`src/rtl/bridge_pkg.sv`:
```
// bridge_pkg: shared constants and FSM state types for the SRAM-to-AXI bridge
package bridge_pkg;
    localparam logic [3:0] ID_INST     = 4'd0;
    localparam logic [3:0] ID_DATA     = 4'd1;
    localparam logic [3:0] LEN_SINGLE  = 4'd0;
    localparam logic [1:0] BURST_INCR  = 2'b01;
    localparam logic [1:0] LOCK_NORMAL = 2'b00;
    localparam logic [3:0] CACHE_NONE  = 4'd0;
    localparam logic [2:0] PROT_NONE   = 3'd0;

    typedef enum logic {AR_IDLE, AR_SEND} ar_state_e;
    typedef enum logic [1:0] {W_IDLE, W_SEND, W_RESP} w_state_e;
endpackage

```
`src/rtl/axi_write_ctrl.sv`:
```
// axi_write_ctrl: single-beat AXI3 store engine (AW/W issue, B response) for the data port
module axi_write_ctrl
    import bridge_pkg::*;
(
    input  logic        clk,
    input  logic        resetn,
    input  logic        req_i,
    input  logic [1:0]  size_i,
    input  logic [3:0]  wstrb_i,
    input  logic [31:0] addr_i,
    input  logic [31:0] wdata_i,
    output logic        accept_o,
    output logic        done_o,
    output logic [3:0]  awid_o,
    output logic [31:0] awaddr_o,
    output logic [3:0]  awlen_o,
    output logic [2:0]  awsize_o,
    output logic [1:0]  awburst_o,
    output logic [1:0]  awlock_o,
    output logic [3:0]  awcache_o,
    output logic [2:0]  awprot_o,
    output logic        awvalid_o,
    input  logic        awready_i,
    output logic [3:0]  wid_o,
    output logic [31:0] wdata_o,
    output logic [3:0]  wstrb_o,
    output logic        wlast_o,
    output logic        wvalid_o,
    input  logic        wready_i,
    input  logic        bvalid_i,
    output logic        bready_o
);
    w_state_e    state_q, state_d;
    logic        aw_pend_q, aw_pend_d;
    logic        w_pend_q, w_pend_d;
    logic [31:0] addr_q, addr_d;
    logic [31:0] wdata_q, wdata_d;
    logic [3:0]  wstrb_q, wstrb_d;
    logic [2:0]  size_q, size_d;

    assign awid_o    = ID_DATA;
    assign awaddr_o  = addr_q;
    assign awlen_o   = LEN_SINGLE;
    assign awsize_o  = size_q;
    assign awburst_o = BURST_INCR;
    assign awlock_o  = LOCK_NORMAL;
    assign awcache_o = CACHE_NONE;
    assign awprot_o  = PROT_NONE;
    assign awvalid_o = (state_q == W_SEND) & aw_pend_q;
    assign wid_o     = ID_DATA;
    assign wdata_o   = wdata_q;
    assign wstrb_o   = wstrb_q;
    assign wlast_o   = 1'b1;
    assign wvalid_o  = (state_q == W_SEND) & w_pend_q;
    assign bready_o  = 1'b1;

    // Next state: latch the store, let AW and W retire independently, then wait for B
    always_comb begin
        state_d   = state_q;
        aw_pend_d = aw_pend_q;
        w_pend_d  = w_pend_q;
        addr_d    = addr_q;
        wdata_d   = wdata_q;
        wstrb_d   = wstrb_q;
        size_d    = size_q;
        accept_o  = 1'b0;
        done_o    = 1'b0;
        case (state_q)
            W_IDLE: if (req_i) begin
                accept_o  = 1'b1;
                addr_d    = addr_i;
                wdata_d   = wdata_i;
                wstrb_d   = wstrb_i;
                size_d    = {1'b0, size_i};
                aw_pend_d = 1'b1;
                w_pend_d  = 1'b1;
                state_d   = W_SEND;
            end
            W_SEND: begin
                aw_pend_d = aw_pend_q & ~awready_i;
                w_pend_d  = w_pend_q & ~wready_i;
                state_d   = (aw_pend_d | w_pend_d) ? W_SEND : W_RESP;
            end
            W_RESP: if (bvalid_i) begin
                done_o  = 1'b1;
                state_d = W_IDLE;
            end
            default: state_d = W_IDLE;
        endcase
    end

    // State and latched store registers; reset drops any in-flight store
    always_ff @(posedge clk) begin
        if (!resetn) begin
            state_q   <= W_IDLE;
            aw_pend_q <= 1'b0;
            w_pend_q  <= 1'b0;
            addr_q    <= '0;
            wdata_q   <= '0;
            wstrb_q   <= '0;
            size_q    <= '0;
        end else begin
            state_q   <= state_d;
            aw_pend_q <= aw_pend_d;
            w_pend_q  <= w_pend_d;
            addr_q    <= addr_d;
            wdata_q   <= wdata_d;
            wstrb_q   <= wstrb_d;
            size_q    <= size_d;
        end
    end
endmodule

```
`src/rtl/sram_axi_bridge.sv`:
```
// sram_axi_bridge: merges the fetch and data SRAM-like ports onto one AXI3 master
module sram_axi_bridge
    import bridge_pkg::*;
(
    input  logic        clk,
    input  logic        resetn,
    input  logic        inst_sram_req,
    input  logic        inst_sram_wr,
    input  logic [1:0]  inst_sram_size,
    input  logic [3:0]  inst_sram_wstrb,
    input  logic [31:0] inst_sram_addr,
    input  logic [31:0] inst_sram_wdata,
    output logic        inst_sram_addr_ok,
    output logic        inst_sram_data_ok,
    output logic [31:0] inst_sram_rdata,
    input  logic        data_sram_req,
    input  logic        data_sram_wr,
    input  logic [1:0]  data_sram_size,
    input  logic [3:0]  data_sram_wstrb,
    input  logic [31:0] data_sram_addr,
    input  logic [31:0] data_sram_wdata,
    output logic        data_sram_addr_ok,
    output logic        data_sram_data_ok,
    output logic [31:0] data_sram_rdata,
    output logic [3:0]  arid,
    output logic [31:0] araddr,
    output logic [3:0]  arlen,
    output logic [2:0]  arsize,
    output logic [1:0]  arburst,
    output logic [1:0]  arlock,
    output logic [3:0]  arcache,
    output logic [2:0]  arprot,
    output logic        arvalid,
    input  logic        arready,
    input  logic [3:0]  rid,
    input  logic [31:0] rdata,
    input  logic [1:0]  rresp,
    input  logic        rlast,
    input  logic        rvalid,
    output logic        rready,
    output logic [3:0]  awid,
    output logic [31:0] awaddr,
    output logic [3:0]  awlen,
    output logic [2:0]  awsize,
    output logic [1:0]  awburst,
    output logic [1:0]  awlock,
    output logic [3:0]  awcache,
    output logic [2:0]  awprot,
    output logic        awvalid,
    input  logic        awready,
    output logic [3:0]  wid,
    output logic [31:0] wdata,
    output logic [3:0]  wstrb,
    output logic        wlast,
    output logic        wvalid,
    input  logic        wready,
    input  logic [3:0]  bid,
    input  logic [1:0]  bresp,
    input  logic        bvalid,
    output logic        bready
);
    ar_state_e   ar_state_q, ar_state_d;
    logic [31:0] araddr_q, araddr_d;
    logic [3:0]  arid_q, arid_d;
    logic [2:0]  arsize_q, arsize_d;
    logic        inst_busy_q, inst_busy_d;
    logic        data_busy_q, data_busy_d;
    logic        data_rd_go, inst_go, w_req, w_accept, w_done;
    logic        inst_r_ok, data_r_ok;
    logic        unused_ok;

    // Fetch-side write fields, response codes and IDs on B are deliberately dropped
    assign unused_ok = ^{inst_sram_wr, inst_sram_wstrb, inst_sram_wdata, rresp, rlast, bid, bresp};

    assign data_rd_go = (ar_state_q == AR_IDLE) & data_sram_req & ~data_sram_wr & ~data_busy_q;
    assign inst_go    = (ar_state_q == AR_IDLE) & inst_sram_req & ~inst_busy_q & ~data_rd_go;
    assign w_req      = data_sram_req & data_sram_wr & ~data_busy_q;
    assign inst_r_ok  = rvalid & (rid == ID_INST) & inst_busy_q;
    assign data_r_ok  = rvalid & (rid == ID_DATA) & data_busy_q;

    assign inst_sram_addr_ok = inst_go;
    assign data_sram_addr_ok = data_rd_go | w_accept;
    assign inst_sram_data_ok = inst_r_ok;
    assign data_sram_data_ok = data_r_ok | w_done;
    assign inst_sram_rdata   = rdata;
    assign data_sram_rdata   = rdata;

    assign arid    = arid_q;
    assign araddr  = araddr_q;
    assign arlen   = LEN_SINGLE;
    assign arsize  = arsize_q;
    assign arburst = BURST_INCR;
    assign arlock  = LOCK_NORMAL;
    assign arcache = CACHE_NONE;
    assign arprot  = PROT_NONE;
    assign arvalid = (ar_state_q == AR_SEND);
    assign rready  = 1'b1;

    axi_write_ctrl u_wr (
        .clk       (clk),
        .resetn    (resetn),
        .req_i     (w_req),
        .size_i    (data_sram_size),
        .wstrb_i   (data_sram_wstrb),
        .addr_i    (data_sram_addr),
        .wdata_i   (data_sram_wdata),
        .accept_o  (w_accept),
        .done_o    (w_done),
        .awid_o    (awid),
        .awaddr_o  (awaddr),
        .awlen_o   (awlen),
        .awsize_o  (awsize),
        .awburst_o (awburst),
        .awlock_o  (awlock),
        .awcache_o (awcache),
        .awprot_o  (awprot),
        .awvalid_o (awvalid),
        .awready_i (awready),
        .wid_o     (wid),
        .wdata_o   (wdata),
        .wstrb_o   (wstrb),
        .wlast_o   (wlast),
        .wvalid_o  (wvalid),
        .wready_i  (wready),
        .bvalid_i  (bvalid),
        .bready_o  (bready)
    );

    // AR arbitration (data read beats fetch) and busy tracking for both ports
    always_comb begin
        ar_state_d  = ar_state_q;
        araddr_d    = araddr_q;
        arid_d      = arid_q;
        arsize_d    = arsize_q;
        inst_busy_d = inst_go | (inst_busy_q & ~inst_r_ok);
        data_busy_d = data_rd_go | w_accept | (data_busy_q & ~data_sram_data_ok);
        case (ar_state_q)
            AR_IDLE: begin
                ar_state_d = (data_rd_go | inst_go) ? AR_SEND : AR_IDLE;
                araddr_d   = data_rd_go ? data_sram_addr : inst_go ? inst_sram_addr : araddr_q;
                arid_d     = data_rd_go ? ID_DATA : inst_go ? ID_INST : arid_q;
                arsize_d   = data_rd_go ? {1'b0, data_sram_size} : inst_go ? {1'b0, inst_sram_size} : arsize_q;
            end
            AR_SEND: ar_state_d = arready ? AR_IDLE : AR_SEND;
            default: ar_state_d = AR_IDLE;
        endcase
    end

    // AR channel registers and busy flags; reset abandons everything in flight
    always_ff @(posedge clk) begin
        if (!resetn) begin
            ar_state_q  <= AR_IDLE;
            araddr_q    <= '0;
            arid_q      <= '0;
            arsize_q    <= '0;
            inst_busy_q <= 1'b0;
            data_busy_q <= 1'b0;
        end else begin
            ar_state_q  <= ar_state_d;
            araddr_q    <= araddr_d;
            arid_q      <= arid_d;
            arsize_q    <= arsize_d;
            inst_busy_q <= inst_busy_d;
            data_busy_q <= data_busy_d;
        end
    end
endmodule

```
`config.mk`:
```
export PLATFORM = sky130hd
export DESIGN_NAME = sram_axi_bridge
export DESIGN_NICKNAME = d
export VERILOG_FILES = /design/src/rtl/bridge_pkg.sv /design/src/rtl/axi_write_ctrl.sv /design/src/rtl/sram_axi_bridge.sv
export SDC_FILE = /design/constraint.sdc
export NUM_CORES = 1
export LEC_CHECK = 0
export ABC_AREA = 1
export BUFFER_PORTS_ARGS = -buffer_cell sky130_fd_sc_hd__clkbuf_2
export CAP_MARGIN = 30
export CORE_AREA = 5 5 157 159
export CTS_BUF_LIST = sky130_fd_sc_hd__clkbuf_4 sky130_fd_sc_hd__clkbuf_8
export DETAILED_ROUTE_END_ITERATION = 8
export DIE_AREA = 0 0 162 164
export PLACE_DENSITY = 0.6
export SETUP_SLACK_MARGIN = 0.5
export SKIP_LAST_GASP = 1
export SLEW_MARGIN = 20
export SYNTH_ARGS = -nofsm -noshare
export SYNTH_HDL_FRONTEND = slang
export SYNTH_HIERARCHICAL = 1
export SYNTH_SLANG_ARGS = --single-unit
```
`constraint.sdc`:
```
create_clock -name clk -period 1.7 [get_ports clk]
set_input_delay 0.17 -clock clk [delete_from_list [all_inputs] [get_ports clk]]
set_output_delay 0.17 -clock clk [all_outputs]
set_load 0.1 [all_outputs]
```
Word-level counts from Yosys, hierarchy flattened. Cells that the tools add are included.

Bits of input ports: 196. Bits in registers: 116.

Bitwise logic cells: 33. Reductions and logical operators: 8. Multiplexer cells: 20. Eq/ne operators: 5.

Operator list (number): $mux W32 (2); $and A1 B1 Y1 (18); $not A1 Y1 (9); $mux W4 (2); $reduce_and A2 Y1 (4); $mux W1 (7); $mux W2 (3); $mux W3 (2); $or A1 B1 Y1 (6); $pmux W1 S2 (3); $pmux W2 S3 (1); $eq A4 B1 Y1 const B (1); $logic_not A4 Y1 (1); $reduce_bool A2 Y1 (2); $eq A2 B1 Y1 const B (1); $eq A2 B2 Y1 const B (1); $logic_not A2 Y1 (1); $ne A2 B1 Y1 const B (1); $ne A2 B2 Y1 const B (1).

Longest topological paths before layout. Gate-level depths: netlist (run 1).

Depth in word-level cells: 9. Mapped depth: 9.

By module. Netlist (run 1), hierarchy kept.

By module, submodules not included: axi_write_ctrl (instances 1, area each 3286.9 sq um, cells an instance 445, sequential area each 1481.4 sq um); sram_axi_bridge (instances 1, area each 2792.7 sq um, cells an instance 424, sequential area each 760.7 sq um).

Worst setup path before layout (run 1). No wires, ideal clock.

Kind: register -> output. Start point: register data_busy_q. End point: output data_sram_data_ok. Arrival time: 2.544 ns. Slack: -1.014 ns. Cell stages (with the launch flop): 3. Path through: dfxtp_1 inv_2 o21ai_0.

Cells in the longest elaborated chain, start to end: 2.

RTL lines: start, declared (line sram_axi_bridge.sv:67) `logic data_busy_q, data_busy_d;`; start signal, assigned (line sram_axi_bridge.sv:164) `data_busy_q <= data_busy_d;`; $and A1 B1 Y1 (line sram_axi_bridge.sv:79) `assign data_r_ok = rvalid & (rid == ID_DATA) & data_busy_q;`; $or A1 B1 Y1 (line sram_axi_bridge.sv:84) `assign data_sram_data_ok = data_r_ok | w_done;`; end, declared (line sram_axi_bridge.sv:23) `output logic data_sram_data_ok,`.

Every way passes these cells.

Worst setup path in the final report (run 1).
Start point: register ar_state_q, in the netlist arvalid. End point: output data_sram_addr_ok.

Cells in the longest elaborated chain, start to end: 5.

RTL lines: start, declared (line sram_axi_bridge.sv:62) `ar_state_e ar_state_q, ar_state_d;`; start signal, assigned (line sram_axi_bridge.sv:159) `ar_state_q <= ar_state_d;`; $not A1 Y1 (no line); $and A1 B1 Y1 (3 in a row) (line sram_axi_bridge.sv:75) `assign data_rd_go = (ar_state_q == AR_IDLE) & data_sram_req & ~data_sram_wr & ~data_busy_q;`; $or A1 B1 Y1 (line sram_axi_bridge.sv:82) `assign data_sram_addr_ok = data_rd_go | w_accept;`; end, declared (line sram_axi_bridge.sv:22) `output logic data_sram_addr_ok,`.

Every way passes these cells.

==> results of run 1 <==
[cells by family (layout without fill, tap and decap cells)]
kind of cell / after synthesis / after routing / synth area share
DFF: 112 / 112 / 0.369
buffers and inverters: 184 / 335 / 0.194
and+or+nand+nor: 561 / 561 / 0.428
AOI/OAI and AO/OA: 8 / 8 / 0.00659
other: 4 / 46 / 0.00247
[registers in the layout, indices dropped and copies added (netlist names), 2 cells and up]
register / flops
araddr: 32
arsize: 2
u_wr/awaddr_o: 32
u_wr/awsize_o: 2
u_wr/state_q: 2
u_wr/wdata_o: 32
u_wr/wstrb_o: 4
[path summary, 6_finish.rpt]
kind / endpoint / slack, ns / from / cells past startpoint
min: araddr[25] / 0.08 / inst_sram_addr[25] / 5
max: data_sram_addr_ok / 0.1 / arvalid / 6
min reg2reg: u_wr/wdata_o[7] / 0.49 / u_wr/wdata_o[7] / 2
max reg2reg: data_busy_q / 0.13 / u_wr/state_q[1] / 11
[layer usage]
metal | global-route usage | part of all wire | up-vias
li1 | - | - | 2929
met3 | 0.0371 | 0.070 | 49
met5 | 0 | 0 | -
met4 | 0.0554 | 0.029 | 0
met2 | 0.264 | 0.48 | 248
met1 | 0.191 | 0.42 | 2711
[critical path, stage by stage, from the launching register on]
cell	delay, ns
dfxtp_4	0.38
inv_4	0.08
nand2_1	0.08
nor2_4	0.19
nor2_4	0.07
clkinvlp_4	0.08
buf_12	0.16
[placed cells by master, fill, tap and decap left out, types with 2 or more instances in the layout]
| cell | Yosys | layout |
|---|---|---|
| inv_1 | 18 | 13 |
| buf_16 | 0 | 6 |
| inv_4 | 0 | 5 |
| nor2_4 | 3 | 10 |
| nand3_1 | 40 | 32 |
| clkinvlp_4 | 0 | 2 |
| nand2_2 | 1 | 2 |
| nand3b_1 | 104 | 104 |
| dfxtp_4 | 0 | 6 |
| buf_12 | 0 | 28 |
| nor2_1 | 219 | 213 |
| nand2_4 | 0 | 6 |
| inv_6 | 0 | 2 |
| clkbuf_8 | 0 | 61 |
| clkbuf_2 | 0 | 116 |
| buf_4 | 117 | 19 |
| dfxtp_1 | 112 | 7 |
| clkinv_2 | 0 | 2 |
| buf_6 | 3 | 12 |
| bufbuf_16 | 0 | 3 |
| dfxtp_2 | 0 | 99 |
| clkbuf_16 | 0 | 34 |
| nand3_2 | 1 | 8 |
| a21oi_1 | 6 | 5 |
| buf_8 | 0 | 27 |
| conb_1 | 4 | 46 |
| nand2_1 | 188 | 181 |
[cell usage after synthesis (all sizes together)]
library cell,instances
a21oi,6
nand2,189
nand3,41
nand3b,104
dfxtp,112
nor3,2
inv,21
nor2,225
conb,4
o21ai,2
buf,149
clkbuf,14
[power breakdown]
part | leakage, nW | switching [mW] | internal [mW]
registers | 0.963 | 0.223 | 2.95
clock network | 0.104 | 1.00 | 0.710
logic | 3.50 | 3.51 | 1.69
[timing repair]
item | CTS | global route
endpoints found under the hold margin | 1 | 0
hold buffers | 1 | 0
pin swaps | 26 | 14
resized for setup | 321 | 68
setup buffers | 23 | 5
gates cloned | 8 | 12
setup endpoints to repair | 218 | 148
[final cells by class]
| cell class | instances | area (um^2) |
|---|---|---|
| sequential | 112 | 2390 |
| clock inverter | 6 | 66.3 |
| tap | 290 | 363 |
| timing repair buffer | 298 | 3660 |
| multi-input combinational | 615 | 2980 |
| fill | 2294 | 13400 |
| clock buffer | 10 | 131 |
| inverter | 21 | 98.8 |
==> summary.txt, run 1 <==
Clock tree
  • TritonCTS clock tree: yes
  • Clock transition at path regs: 0.12 ns
  • Clk root buf: clkbuf_8
  • Clock Tree Buf Depth: 2
  • Clk sinks: 112
  • Worst skew pair latency: 0.38 ns
  • Htree depth: 3
  • Cts bufs inserted: 9

Power and ir drop
  • Final Power: 10.1 mW
  • Leakage: 4.57 nW
  • PwrDens: 1040 mW/mm^2
  • Maximum VDD drop: 0.505 mV

Drt
  • DR WL/cell: 17.2 um
  • DRT Pass-1 Iters: 4
  • Via density: 4.39
  • Initial DRC count: 341
  • Vias post-DR: 5937
  • Drc violations: 0
  • Post-route ant nets: 0
  • Final Routed Wirelength: 23300 um

Floorplan
  • Die height: 164 um
  • Die W: 162 um
  • Die Area: 0.0266 mm^2
  • Initial Utilization: 0.263
  • Num ports: 418
  • FP Rows: 56
  • Core ar.: 0.0231 mm^2

Worst hold path
  • Hold Crit Class: in2reg

Critical path
  • Crit-path max FO: 4
  • Crit end category: output pin
  • Arrival time at the worst endpoint: 1.43 ns
  • Setup Crit Path Kind: reg2out
  • Worst endpoint required time: 1.53 ns
  • Startpoint Class: flop

STA
  • RSZ-0062 raised after global routing: true
  • Post-route minimum period: 1.60 ns
  • Fin Hold WS: 0.0819 ns
  • Worst-case clock skew: 0.0106 ns
  • Final Hold Violating Endpoints: 0
  • PnR worst setup slack: 0.0984 ns
  • Final setup viols: 0
  • Final Max Tran Viols: 0
  • Fmax: 0.624 GHz
  • Final period util: 0.942
  • Fin Setup TNS: 0 ns

Run status
  • Status: completed

GRT
  • Total track usage: 0.155
  • Initial antenna violation count: 0
  • Largest net degree at the start of global routing: 50
  • Congestion Overflow GR: 0
  • First-pass GRT wire length: 31900 um
  • Vias in the first global route: 5634

Finish
  • Share of cells above drive strength 1: 0.432
  • Area delta synth->final: 59.5%
  • Fin cells: 1352
  • Fin area: 0.00969 mm^2
  • Nets: 1253
  • Diode count: 0
  • Util after Layout: 0.419

Job
  • Max-cap violations: 0

Yosys
  • Cell Area, Synth: 0.00608 mm^2
  • Syn Area/Cell: 7.00 um^2
  • Area leader, netlist: dfxtp_1
  • Synth top area share: 0.369
  • Synth cell types: 21
  • Mapped Cells: 869
  • Synth Warn #: 6
  • Top post-synthesis cells by area: dfxtp_1 (37%), buf_4 (14%), nor2_1 (14%)
  • Seq cells post-synth: 112
  • Register area share after synthesis: 0.369

Placed design
  • Pre-CTS WS: 0.296 ns
  • Gpl congestion: 0.749
  • Post-DP Area: 0.00710 mm^2
  • Placed cell count: 1287
  • Count of buffers from port buffering: 229
  • Final HPWL DP: 14400 um
(Power assumes the default switching activity.)
==> inputs of run 2 (changes only) <==
- CORE_AREA: 5 5 157 159 -> 5 5 160 162
- DIE_AREA: 0 0 162 164 -> 0 0 165 167
- PLACE_DENSITY: 0.6 -> 0.61
- clock period: 1.7 -> 1.4 ns (I/O delays scaled with it)
==> summary.txt, run 2 (synthesized netlist as in run 1, its figures left out) <==
STA
  • Worst-case clock skew: 0.0177 ns
  • Fin Hold WS: 0.0372 ns
  • RSZ-0062 raised after global routing: true
  • Fin Setup TNS: -16.24 ns
  • Final Hold Violating Endpoints: 0
  • Post-route minimum period: 1.62 ns
  • Fmax: 0.618 GHz
  • PnR worst setup slack: -0.219 ns
  • Final period util: 1.16
  • Final Max Tran Viols: 0
  • Final setup viols: 110

Placed design
  • Placed cell count: 1326
  • Gpl congestion: 0.806
  • Count of buffers from port buffering: 229
  • Final HPWL DP: 15100 um

Clock tree
  • Worst skew pair latency: 0.39 ns
  • Htree depth: 3
  • TritonCTS clock tree: yes
  • Clk root buf: clkbuf_8
  • Clock transition at path regs: 0.12 ns
  • Cts bufs inserted: 9
  • Clock Tree Buf Depth: 2
  • Clk sinks: 112

Floorplan
  • Die Area: 0.0276 mm^2
  • Initial Utilization: 0.254
  • Core ar.: 0.0240 mm^2
  • Die W: 165 um
  • Num ports: 418
  • Die height: 167 um
  • FP Rows: 57

Finish
  • Most frequent cells in the layout: nor2_1 (206), nand2_1 (170), clkbuf_2 (116), dfxtp_2 (105), nand3b_1 (104)
  • Diode count: 0
  • Area delta synth->final: 82.8%
  • Area occupied by multi-input gates: 0.00319 mm^2
  • Nets: 1278
  • Most common library cell in the layout ignoring fill and taps: nor2_1
  • Fin cells: 1411
  • Share of cells above drive strength 1: 0.482
  • Layout fillers: 2239
  • Sequential Area: 0.00239 mm^2

Drt
  • Via density: 4.47
  • Vias post-DR: 6306
  • DR WL/cell: 18.5 um
  • Initial DRC count: 446
  • Post-route ant nets: 0
  • DRT Pass-1 Iters: 6
  • Final Routed Wirelength: 26100 um
  • Drc violations: 0

Critical path
  • Crit-path max FO: 5
  • Startpoint Class: flop
  • Setup Crit Path Kind: reg2reg
  • Arrival time at the worst endpoint: 1.90 ns
  • Worst endpoint required time: 1.68 ns
  • Crit end category: flop

Power and ir drop
  • PwrDens: 1200 mW/mm^2
  • Maximum VDD drop: 0.491 mV
  • Final Power: 13.3 mW
  • Leakage: 5.05 nW

GRT
  • Vias in the first global route: 6378
  • First-pass GRT wire length: 36700 um
  • Initial antenna violation count: 0
  • Congestion Overflow GR: 0
  • Largest net degree at the start of global routing: 30
  • Total track usage: 0.174

Run status
  • Status: finished with violations
  • Failing checks: negative setup slack

Job
  • Max-cap violations: 0

Worst hold path
  • Hold Crit Class: in2reg
-- run 2: where the power goes --
part           leakage [nW]  switching [mW]  internal, mW
Clock                 0.119            1.26          1.10
Sequential            0.965           0.319          3.59
Combinational          3.97            4.44          2.63
-- run 2: layer usage --
| metal | part of all wire | vias up | global-route usage |
|---|---|---|---|
| li1 | - | 2994 | - |
| met1 | 0.41 | 2996 | 0.206 |
| met2 | 0.49 | 256 | 0.299 |
| met3 | 0.066 | 60 | 0.0420 |
| met4 | 0.037 | 0 | 0.0720 |
| met5 | 0 | - | 0 |
-- run 2: path summary, 6_finish.rpt --
| kind | depth (start not counted) | startpoint | slack, ns | end |
|---|---|---|---|---|
| worst min register to register | 2 | arid[0] | 0.50 | arid[0] |
| worst min-delay path | 3 | resetn | 0.04 | araddr[10] |
| worst max-delay path | 12 | data_busy_q | -0.22 | u_wr/awaddr_o[20] |
| worst max register to register | 12 | data_busy_q | -0.22 | u_wr/awaddr_o[20] |
-- run 2: timing repair --
action / CTS / global route
hold buffers: 1 / 0
gates cloned: 18 / 8
endpoints found under the hold margin: 1 / 0
gates resized for setup: 374 / 68
setup buffers: 33 / 9
pin swaps: 14 / 51
setup endpoints to repair: 223 / 224
-- run 2: area by class of cell --
type                       instances  area share
timing repair buffer             320       0.431
inverter                          21     0.00889
clock buffer                      11      0.0131
multi-input combinational        618       0.287
sequential                       112       0.215
clock inverter                     5     0.00799
tap                              324      0.0365
-- run 2: critical path, cell delays in order, from the launching register on --
cell	delay, ns
dfxtp_4	0.37
inv_4	0.06
nand2_4	0.05
nor2_4	0.13
buf_6	0.11
buf_6	0.08
buf_6	0.11
buf_12	0.13
buf_8	0.12
buf_12	0.11
nand3b_1	0.12
nand2_1	0.09
nor2_1	0.04
-- run 2: stage by stage --
step	setup WS, ns	instance area (um^2)	util
after floorplan	-0.135	6530	-
after global placement	-0.00554	7380	0.308
after CTS	-0.236	10600	0.442
final	-0.219	11100	0.464
after global routing	-0.290	11100	0.464
after detailed placement	-0.000925	7380	0.308
==> inputs of run 3 (changes only) <==
- CORE_AREA: 5 5 160 162 -> 5 5 157 159
- DIE_AREA: 0 0 165 167 -> 0 0 162 164
- PLACE_DENSITY: 0.61 -> 0.6
- clock period: 1.4 -> 1.8 ns (I/O delays scaled with it)
==> summary.txt, run 3 (synthesized netlist as in run 1, its figures left out) <==
STA
  • Final period util: 0.905
  • Final Max Tran Viols: 0
  • Worst-case clock skew: 0.0125 ns
  • RSZ-0062 raised after global routing: true
  • Fmax: 0.614 GHz
  • Final setup viols: 0
  • Final Hold Violating Endpoints: 0
  • Post-route minimum period: 1.63 ns
  • Fin Setup TNS: 0 ns
  • Fin Hold WS: 0.0424 ns

Clock tree
  • Clk sinks: 112
  • Clock transition at path regs: 0.12 ns
  • Cts bufs inserted: 9
  • Clock Tree Buf Depth: 2
  • Htree depth: 3
  • Worst skew pair latency: 0.40 ns
  • TritonCTS clock tree: yes
  • Clk root buf: clkbuf_8

GRT
  • Vias in the first global route: 5674
  • Total track usage: 0.164
  • Largest net degree at the start of global routing: 71
  • First-pass GRT wire length: 33300 um
  • Initial antenna violation count: 1
  • Congestion Overflow GR: 0

Floorplan
  • Die height: 164 um
  • Die W: 162 um
  • FP Rows: 56
  • Die Area: 0.0266 mm^2
  • Core ar.: 0.0231 mm^2
  • Num ports: 418
  • Initial Utilization: 0.263

Run status
  • Status: completed

Power and ir drop
  • Sequential share of power: 0.303
  • NetSw: 4.66 mW
  • Pint: 5.00 mW
  • Maximum VDD drop: 0.514 mV
  • Leakage: 4.48 nW
  • Clk pwr share: 0.193
  • Combinational share of power: 0.504
  • PwrDens: 1030 mW/mm^2
  • Net Sw Frac: 0.482

Finish
  • Area occupied by multi-input gates: 0.00324 mm^2
  • Fin area: 0.00940 mm^2
  • Diode count: 0
  • Most common library cell in the layout ignoring fill and taps: nand2_1
  • Sequential Area: 0.00230 mm^2
  • Area delta synth->final: 54.7%
  • Util after Layout: 0.407
  • Nets: 1267
  • Share of cells above drive strength 1: 0.436
  • Most frequent cells in the layout: nand2_1 (166), nor2_1 (157), clkbuf_2 (116), nand3b_1 (104), dfxtp_1 (73)
  • Layout fillers: 2370

Drt
  • DR WL/cell: 17.8 um
  • DRT Pass-1 Iters: 5
  • Via density: 4.49
  • Final Routed Wirelength: 24300 um
  • Vias post-DR: 6138
  • Post-route ant nets: 0
  • Drc violations: 0
  • Initial DRC count: 325

Placed design
  • Final HPWL DP: 14000 um
  • Count of buffers from port buffering: 229
  • Gpl congestion: 0.780
  • Post-DP Area: 0.00704 mm^2

Job
  • Max-cap violations: 0

Critical path
  • Arrival time at the worst endpoint: 1.45 ns
  • R2R Setup Slk: 0.26 ns
  • Setup Crit Path Kind: reg2out
  • Crit-path max FO: 3
  • Worst R2R Start: u_wr/state_q[1]
  • Crit end category: output pin
  • RR Endpoint: data_busy_q
  • Worst endpoint required time: 1.62 ns
  • Startpoint Class: flop
  • R2R cell count: 10

Worst hold path
  • Hold Path Cell Cnt: 4
  • Hold Crit Class: in2reg
  • Hold path startpoint: arready
  • WHS Endpoint: arvalid
[run 3: area by class of cell]
cell class,instances,area share
clock buffers,9,0.0132
clock inverters,7,0.0122
inverters,21,0.0105
multi-input cells,615,0.345
flip-flops and latches,112,0.245
well taps,290,0.0386
repair buffers,312,0.336
[run 3: worst max-delay path by stage]
stage / endpoint / slack, ns / start / cells after the start
6_report: inst_sram_addr_ok / 0.17 / arvalid / 6
3_3_place_gp: wvalid / 0.42 / u_wr/state_q[0] / 3
4_1_cts: data_sram_addr_ok / 0.12 / data_busy_q / 8
2_1_floorplan: data_sram_addr_ok / 0.22 / data_busy_q / 9
3_5_place_dp: araddr[25] / 0.41 / data_busy_q / 7
5_1_grt: data_sram_addr_ok / 0.08 / data_busy_q / 8
[run 3: what timing repair did]
action	in CTS	in global routing
hold endpoints to repair	0	0
cloned	14	12
endpoints found under the setup margin	180	155
pin swaps	25	87
resized for setup	217	157
setup buffers	25	16
hold buffers	0	0
[run 3: routing by layer]
layer  wire length, um  part of all wire  global-route usage  vias to the layer above
met3              1770             0.073              0.0407                       51
met1             10700              0.44               0.207                     2849
met2             11200              0.46               0.273                      263
met5                13           0.00053                   0                        -
li1                  -                 -                   -                     2973
met4               692             0.028              0.0581                        2
[run 3: power groups by stage]
stage | sequential [mW] | combinational (mW) | clock (mW)
global route | 2.96 | 5.09 | 2.04
floorplan | 4.70 | 2.16 | 0
finish | 2.93 | 4.87 | 1.86
detailed placement | 2.95 | 3.89 | 0
CTS | 2.91 | 4.55 | 1.96
global placement | 2.94 | 3.88 | 0
[run 3: stage by stage]
step / worst slack (ns) / cells / total power [mW]
2_1_floorplan: 0.222 / 911 / 6.86
3_3_place_gp: 0.419 / 1283 / 6.83
3_5_place_dp: 0.412 / 1283 / 6.84
4_1_cts: 0.123 / 1338 / 9.42
5_1_grt: 0.0794 / 1366 / 10.1
6_report: 0.171 / 1366 / 9.66
[run 3: critical path: stages (launching register included)]
cell	delay (ns)
dfxtp_4	0.38
nor2_4	0.15
nand2_4	0.08
buf_12	0.13
nand2_4	0.06
clkinvlp_4	0.09
buf_12	0.17
